**config.mk**
```make
export PLATFORM = sky130hd
export DESIGN_NAME = shift_sequencer
export DESIGN_NICKNAME = d
export VERILOG_FILES = /design/src/rtl/shift_seq_pkg.sv /design/src/rtl/shift_sequencer_step_tick_gen.sv /design/src/rtl/shift_sequencer.sv
export SDC_FILE = /design/constraint.sdc
export NUM_CORES = 1
export LEC_CHECK = 0
export ABC_CLOCK_PERIOD_IN_PS = 5300
export CAP_MARGIN = 10
export CORE_MARGIN = 3
export CORE_UTILIZATION = 41
export DETAILED_ROUTE_END_ITERATION = 10
export GPL_TIMING_DRIVEN = 0
export PLACE_DENSITY = 0.61
export RECOVER_POWER = 100
export SLEW_MARGIN = 20
export SYNTH_ARGS = -nofsm -noshare
export SYNTH_HDL_FRONTEND = slang
export SYNTH_HIERARCHICAL = 1
export SYNTH_SLANG_ARGS = --single-unit
```
**constraint.sdc**
```tcl
create_clock -name clk -period 5.3 [get_ports clk]
set_input_delay 0.53 -clock clk [delete_from_list [all_inputs] [get_ports clk]]
set_output_delay 0.53 -clock clk [all_outputs]
set_load 0.005 [all_outputs]
```
**src/rtl/shift_seq_pkg.sv**
```systemverilog
// Shared encodings for the shift sequencer: FSM states, shifter modes and directions.
package shift_seq_pkg;

    localparam logic [1:0] ST_IDLE = 2'd0;
    localparam logic [1:0] ST_LOAD = 2'd1;
    localparam logic [1:0] ST_RUN  = 2'd2;
    localparam logic [1:0] ST_DONE = 2'd3;

    localparam logic [1:0] MODE_LOGIC = 2'b00;
    localparam logic [1:0] MODE_ROT   = 2'b01;
    localparam logic [1:0] MODE_ARITH = 2'b10;
    localparam logic [1:0] MODE_RSVD  = 2'b11;

    localparam logic DIR_LEFT  = 1'b0;
    localparam logic DIR_RIGHT = 1'b1;

    // The reserved encoding is never passed to the shifter; it degrades to a logical shift.
    function automatic logic [1:0] map_mode(input logic [1:0] mode);
        return (mode == MODE_RSVD) ? MODE_LOGIC : mode;
    endfunction

endpackage

```
**src/rtl/shift_sequencer_step_tick_gen.sv**
```systemverilog
// Step-pacing prescaler: counts 0..DIV_MAX while enabled and raises a registered
// one-cycle tick for the cycle in which the count sits at DIV_MAX.
module step_tick_gen #(
    parameter int          DIV_W   = 24,
    parameter int unsigned DIV_MAX = 3
) (
    input  logic clk,
    input  logic rst,
    input  logic clr,
    input  logic en,
    output logic tick
);

    logic [DIV_W-1:0] cnt;
    logic [DIV_W-1:0] cnt_nxt;

    always_comb begin
        cnt_nxt = (cnt == DIV_W'(DIV_MAX)) ? '0 : cnt + DIV_W'(1);
    end

    // NOTE: sequential state uses non-blocking assignments so every register samples pre-edge values.
    always_ff @(posedge clk) begin
        if (rst || clr) begin
            cnt  <= '0;
            tick <= 1'b0;
        end else if (en) begin
            cnt  <= cnt_nxt;
            tick <= (cnt_nxt == DIV_W'(DIV_MAX));
        end else begin
            tick <= 1'b0;
        end
    end

endmodule

```
**src/rtl/shift_sequencer.sv**
```systemverilog
// Command sequencer for the 8-bit shifter: load, paced shift strobes, result capture.
// Optional SHIFT_SEQ_PAUSE_EN adds a pause input that freezes stepping while in RUN.
module shift_sequencer
    import shift_seq_pkg::*;
#(
    parameter int          BIT_WIDTH = 8,
    parameter int          STEP_W    = 4,
    parameter int          DIV_W     = 24,
    parameter int unsigned DIV_MAX   = 3
) (
    input  logic                 clk,
    input  logic                 rst,
    input  logic                 start,
    input  logic [BIT_WIDTH-1:0] cmd_data,
    input  logic                 cmd_dir,
    input  logic [1:0]           cmd_mode,
    input  logic [STEP_W-1:0]    cmd_steps,
    input  logic [BIT_WIDTH-1:0] q_in,
`ifdef SHIFT_SEQ_PAUSE_EN
    input  logic                 pause,
`endif
    output logic                 sh_load,
    output logic [BIT_WIDTH-1:0] sh_data,
    output logic                 sh_en,
    output logic                 sh_dir,
    output logic [1:0]           sh_mode,
    output logic                 busy,
    output logic                 done,
    output logic [BIT_WIDTH-1:0] result
);

    logic [1:0]        state;
    logic [STEP_W-1:0] remaining;
    logic              tick;
    logic              tick_en;

`ifdef SHIFT_SEQ_PAUSE_EN
    assign tick_en = (state == ST_RUN) && !pause;
`else
    assign tick_en = (state == ST_RUN);
`endif

    // The prescaler is held clear outside RUN, so its tick can only appear during RUN.
    step_tick_gen #(
        .DIV_W   (DIV_W),
        .DIV_MAX (DIV_MAX)
    ) u_tick (
        .clk  (clk),
        .rst  (rst),
        .clr  (state != ST_RUN),
        .en   (tick_en),
        .tick (tick)
    );

    assign sh_en = tick;

    always_ff @(posedge clk) begin
        if (rst) begin
            state     <= ST_IDLE;
            remaining <= '0;
            sh_load   <= 1'b0;
            sh_data   <= '0;
            sh_dir    <= 1'b0;
            sh_mode   <= MODE_LOGIC;
            busy      <= 1'b0;
            done      <= 1'b0;
            result    <= '0;
        end else begin
            sh_load <= 1'b0;
            done    <= 1'b0;
            case (state)
                ST_IDLE: begin
                    if (start) begin
                        state     <= ST_LOAD;
                        remaining <= cmd_steps;
                        sh_load   <= 1'b1;
                        sh_data   <= cmd_data;
                        sh_dir    <= cmd_dir;
                        sh_mode   <= map_mode(cmd_mode);
                        busy      <= 1'b1;
                    end
                end
                ST_LOAD: begin
                    state <= (remaining == '0) ? ST_DONE : ST_RUN;
                end
                ST_RUN: begin
                    // The shifter consumes sh_en on this same edge, so the last step moves straight to DONE.
                    if (tick) begin
                        remaining <= remaining - STEP_W'(1);
                        if (remaining == STEP_W'(1)) begin
                            state <= ST_DONE;
                        end
                    end
                end
                ST_DONE: begin
                    done   <= 1'b1;
                    result <= q_in;
                    busy   <= 1'b0;
                    state  <= ST_IDLE;
                end
                default: begin
                    state <= ST_IDLE;
                end
            endcase
        end
    end

endmodule
```
==> results of run 1 <==
-- flip-flops by register name, indices dropped and copies added (netlist names), 2 cells and up --
register and flops:
remaining 4, state 2, u_tick/cnt 24, sh_mode 2, result 8, sh_data 8
-- cells in the final DEF, fill, tap and decap left out, types with 12 or more instances in the layout --
master and n:
a21oi_1 27, clkbuf_1 19, clkdlybuf4s50_1 24, dfxtp_1 53, dlygate4sd3_1 24, nand2_1 38, nand3_1 15, nor2_1 51
xnor2_1 12, xor2_1 13
-- kinds of logic after synthesis --
family                   share of synthesized area
buffers and inverters                       0.0510
flip-flops                                   0.366
AO/OA/AOI/OAI                                0.127
adder cells (fa/ha/maj)                     0.0389
XOR/XNOR                                    0.0756
multiplexers                                0.0346
AND/OR/NAND/NOR                              0.307
-- metrics by stage --
step / hold slack (ns) / std cells / area [µm²] / total power, mW / util
after floorplan: 0.448 / 359 / 2900 / 0.718 / -
final: 0.452 / 508 / 3580 / 1.07 / 0.542
after global routing: 0.486 / 508 / 3580 / 1.16 / 0.542
after CTS: 0.459 / 508 / 3580 / 1.09 / 0.542
after global placement: 0.442 / 500 / 3490 / 0.856 / 0.529
after detailed placement: 0.444 / 500 / 3490 / 0.860 / 0.529
-- cell type report --
class / count / area, µm²
inverters: 11 / 41.3
well taps: 93 / 116
fillers: 677 / 3030
repair buffers: 48 / 480
plain buffers: 25 / 105
multi-input cells: 270 / 1690
clock buffers: 6 / 72.6
flip-flops and latches: 53 / 1060
clock inverters: 2 / 13.8
-- worst paths after layout --
kind              cells after the start     endpoint        from
hold / removal                        2   sh_mode[0]  sh_mode[0]
hold reg to reg                       2   sh_mode[0]  sh_mode[0]
setup reg to reg                     10  u_tick/tick    state[0]
setup / recovery                     10  u_tick/tick    state[0]
-- worst max-delay path, stage by stage, from the launching register on --
cell,delay (ns)
dfxtp_1,0.36
inv_1,0.15
ha_1,0.29
inv_1,0.15
or2_2,0.32
clkbuf_1,0.20
nor4b_1,0.33
o211ai_1,0.14
nor2_1,0.10
nand4b_1,0.15
nor4_1,0.33
-- power breakdown --
group          total [mW]  leakage [nW]  switching (mW)  internal [mW]
Combinational       0.361         0.794           0.200          0.161
Clock               0.229        0.0456           0.134         0.0946
Sequential          0.477         0.430          0.0331          0.444
Total                1.07          1.27           0.368          0.699
-- layer usage --
layer / part of all wire / up-vias / track usage / routed length [µm]
li1: - / 1359 / - / -
met1: 0.48 / 1216 / 0.248 / 3500
met2: 0.47 / 44 / 0.301 / 3430
met3: 0.031 / 8 / 0.0359 / 225
met4: 0.014 / 0 / 0.0523 / 105
met5: 0 / - / 0 / 0
==> key figures, run 1 <==
Outcome
  – Status: finished clean

Placed design
  – GPL Wtd Cong: 0.903
  – Post-DP HPWL: 5.45 mm
  – PortBufs: 48
  – Setup slack at placement: 2.69 ns

Global routing
  – GRT Residual Overflow: 0
  – Number of global-route vias before repair: 2,422
  – Gr usage total: 0.184
  – Largest net degree at the start of global routing: 17
  – Initial antenna violation count: 0
  – First-pass GRT wire length: 12.4 mm

Setup path
  – Arrival @ worst endpoint: 2.82 ns
  – Worst setup path class: reg2reg
  – Worst Path Required: 5.49 ns
  – Worst R2R Setup Slack: 2.68 ns
  – Worst setup SP type: flip-flop
  – Worst setup EP type: flip-flop
  – Worst-path fanout max: 7

Timing
  – RSZ-0062 raised after global routing: false
  – Slew HR: 0.582
  – Final-report max-slew violation count: 0
  – Setup TNS: 0 ns
  – Highest Clock Rate: 381 MHz
  – Period utilisation layout: 0.495
  – Clock Skew: 0.00752 ns
  – Final Setup Violations: 0
  – Setup ws final: 2.68 ns
  – Post-route minimum period: 2.62 ns
  – Worst slew pin tran: 0.627 ns
  – Final hold viol count: 0

Detailed routing
  – Vias per inst: 5.17
  – Routed vias: 2,627
  – Routed Antenna Nets: 0
  – Routed len/inst: 14.3 µm
  – Drc violations: 0
  – First-pass DRT Iterations: 4
  – Drt first-iter violations: 176
  – Final WL: 7.27 mm

Synthesis
  – Top cells by count, synth: 53 x dfxtp_1, 51 x nor2_1, 38 x nand2_1
  – Yosys top cell by area: dfxtp_1
  – Post-Synthesis Net Count: 394
  – EDFF count, synth: 0
  – Count of cell types in the netlist: 61
  – Most used DFF post-synth: dfxtp_1
  – Yosys warns: 6
  – Most common cell in the netlist: dfxtp_1
  – Seq/Total Area, Yosys: 0.366
  – Flops & latches, synth: 53
  – Post-Syn Instances: 359
  – Top cell type's share of synthesized area: 0.366
  – Synth area leaders: dfxtp_1 37%, nor2_1 6.6%, nand2_1 4.9%, a21oi_1 4.7%, xor2_1 3.9%
  – Netlist Area Pre-Place: 0.00290 mm²
  – Mean Syn Cell Area: 8.06 µm²
  – Fraction of registers with async set/reset: 0

Min path
  – HP Class: reg2reg

Floorplanning
  – Initial Util: 0.438
  – Core Region: 0.00660 mm²
  – Die extent in x: 90.0 µm
  – Die area: 0.00811 mm²
  – Die Height: 90.0 µm
  – Ports: 49
  – Row count: 29

Cells and area
  – Diodes inserted: 0
  – Layout Nets: 449
  – Layout cell share with drive strength beyond 1: 0.0651
  – P&R area growth vs syn: 23.6%

Clock tree
  – Clk Latency, worst-skew pair: 0.30 ns
  – Root Driver: clkbuf_8
  – Clock transition at the registers of the reported paths: 0.10 ns
  – # Post-CTS Setup Buffers: 0
  – # resized after CTS: 0
  – Number of CTS-inserted buffers: 5
  – Hold Buf Count CTS: 0
  – Clock sinks: 53
  – Clock buffer depth: 2
  – H-tree depth: 2
  – CTS tree: built

Pwr
  – PwrDens: 298 mW/mm²
  – Maximum vdd drop: 0.000159 V
  – Static leakage: 1.27 nW

Run
  – Max_cap viols: 0
No activity file was read; power rests on OpenSTA's default activity.
==> run 2, diff against run 1 <==
--- a/config.mk
+++ b/config.mk
@@ -5,7 +5,7 @@
 export SDC_FILE = /design/constraint.sdc
 export NUM_CORES = 1
 export LEC_CHECK = 0
-export ABC_CLOCK_PERIOD_IN_PS = 5300
+export ABC_CLOCK_PERIOD_IN_PS = 2580
 export CAP_MARGIN = 10
 export CORE_MARGIN = 3
 export CORE_UTILIZATION = 41
==> constraint.sdc (replaced) <==
create_clock -name clk -period 2.58 [get_ports clk]
set_input_delay 0.258 -clock clk [delete_from_list [all_inputs] [get_ports clk]]
set_output_delay 0.258 -clock clk [all_outputs]
set_load 0.005 [all_outputs]
==> key figures, run 2 (synthesized netlist as in run 1, its figures left out) <==
Cells and area
  – Fill count: 676
  – P&R area growth vs syn: 24.6%
  – Most frequent cells in the layout: 53 x dfxtp_1, 50 x nor2_1, 38 x nand2_1
  – Layout cell share with drive strength beyond 1: 0.0795
  – Biggest regs: u_tick/cnt: 24 flops, result: 8 flops, sh_data: 8 flops
  – Util after Layout: 0.546
  – Max reg flops: 24
  – Commonest non-fill, non-tap cell in the layout: dfxtp_1
  – Diodes inserted: 0
  – Final instance area: 0.00361 mm²
  – Register with the most flip-flops: u_tick/cnt
  – Layout Nets: 449

Floorplanning
  – Die extent in x: 90.0 µm
  – Die area: 0.00811 mm²
  – Ports: 49
  – Die Height: 90.0 µm
  – Row count: 29
  – Core Region: 0.00660 mm²
  – Initial Util: 0.438

Clock tree
  – CTS tree: built
  – Number of CTS-inserted buffers: 5
  – Clk Latency, worst-skew pair: 0.30 ns
  – Root Driver: clkbuf_8
  – H-tree depth: 2
  – Clock transition at the registers of the reported paths: 0.10 ns
  – Clock buffer depth: 2
  – Clock sinks: 53
  – # Post-CTS Setup Buffers: 0
  – Hold Buf Count CTS: 0

Detailed routing
  – First-pass DRT Iterations: 5
  – Drc violations: 0
  – Routed vias: 2,635
  – Vias per inst: 5.19
  – Drt first-iter violations: 169
  – Routed Antenna Nets: 0
  – Routed len/inst: 14.3 µm
  – Final WL: 7.27 mm

Setup path
  – Worst R2R Setup Slack: 0.22 ns
  – Worst Path Required: 2.79 ns
  – Worst setup EP type: flip-flop
  – Worst flop-to-flop path startpoint: state[0]
  – Reg2reg end: u_tick/tick
  – R2R cell count: 10
  – Worst-path fanout max: 7
  – Arrival @ worst endpoint: 2.57 ns
  – Worst setup SP type: flip-flop
  – Worst setup path class: reg2reg

Timing
  – Post-route minimum period: 2.36 ns
  – Worst slew pin tran: 0.629 ns
  – Final hold viol count: 0
  – Highest Clock Rate: 425 MHz
  – Setup ws final: 0.225 ns
  – Final Setup Violations: 0
  – RSZ-0062 raised after global routing: false
  – Final-report max-slew violation count: 0
  – Slew HR: 0.581
  – Setup TNS: 0 ns
  – Clock Skew: 0.00720 ns
  – Period utilisation layout: 0.913

Placed design
  – Setup slack at placement: -0.0329 ns
  – Placed Area: 0.00349 mm²
  – PortBufs: 48
  – Post-DP HPWL: 5.45 mm
  – GPL Wtd Cong: 0.903

Pwr
  – Maximum vdd drop: 0.000329 V
  – Static leakage: 1.28 nW
  – PwrDens: 612 mW/mm²
  – Final Power: 2.21 mW

Outcome
  – Status: finished clean

Min path
  – Worst hold stages: 2
  – Hold EP: sh_mode[0]
  – Hold path start: sh_mode[0]
  – HP Class: reg2reg

Global routing
  – Number of global-route vias before repair: 2,433
  – Initial antenna violation count: 0
  – Met3 usage: 0.0367
  – GRT busiest layer: met2
  – First-pass GRT wire length: 12.5 mm
  – Global routing usage on met1: 0.250
  – Gr usage total: 0.186
  – Largest net degree at the start of global routing: 17
  – Met2 usage: 0.302
  – GRT Residual Overflow: 0

Run
  – Max_cap viols: 0
==> run 2: worst max path at each step <==
stage | depth (start not counted) | slack [ns] | end | start
after floorplan | 10 | 0.50 | u_tick/tick | state[0]
after global placement | 10 | -0.02 | u_tick/tick | state[0]
after detailed placement | 10 | -0.03 | u_tick/tick | state[0]
after CTS | 10 | 0.01 | u_tick/tick | state[0]
after global routing | 10 | 0.03 | u_tick/tick | state[0]
final | 10 | 0.22 | u_tick/tick | state[0]
==> run 2: final cells by class <==
cell class | instances | area, µm² | area share
Sequential cell | 53 | 1060 | 0.294
Clock inverter | 2 | 13.8 | 0.00382
Tap cell | 93 | 116 | 0.0323
Timing Repair Buffer | 48 | 480 | 0.133
Inverter | 11 | 41.3 | 0.0114
Clock buffer | 6 | 72.6 | 0.0201
Buffer | 25 | 108 | 0.0298
Multi-Input combinational cell | 270 | 1710 | 0.475
==> run 2: worst max-delay path, stage by stage, from the launching register on <==
cell	delay [ns]
dfxtp_1	0.35
inv_1	0.19
ha_4	0.20
inv_1	0.11
or2_2	0.32
clkbuf_2	0.18
nor4b_2	0.26
o211ai_1	0.12
nor2_1	0.10
nand4b_1	0.16
nor4_2	0.28
==> run 2: metrics by stage <==
step,std cells,hold WS (ns)
after floorplan,359,0.394
after global placement,500,0.442
after detailed placement,500,0.444
after CTS,508,0.459
after global routing,508,0.486
final,508,0.452
==> run 2: routing by layer <==
| metal | routed length [µm] | vias up |
|---|---|---|
| met1 | 3450 | 1214 |
| li1 | - | 1363 |
| met3 | 237 | 8 |
| met5 | 0 | - |
| met2 | 3480 | 50 |
| met4 | 105 | 0 |
==> run 2: where the power goes <==
part           switching [mW]  total [mW]  internal (mW)  leakage (nW)
combinational           0.416       0.754          0.339         0.800
sequential             0.0712       0.983          0.912         0.430
clock                   0.276       0.470          0.194        0.0456
==> run 2: what timing repair did <==
item                       in CTS  in global routing
gates cloned                    0                  0
pin swaps                       0                  0
resized for setup               1                  6
setup endpoints to repair       1                  3
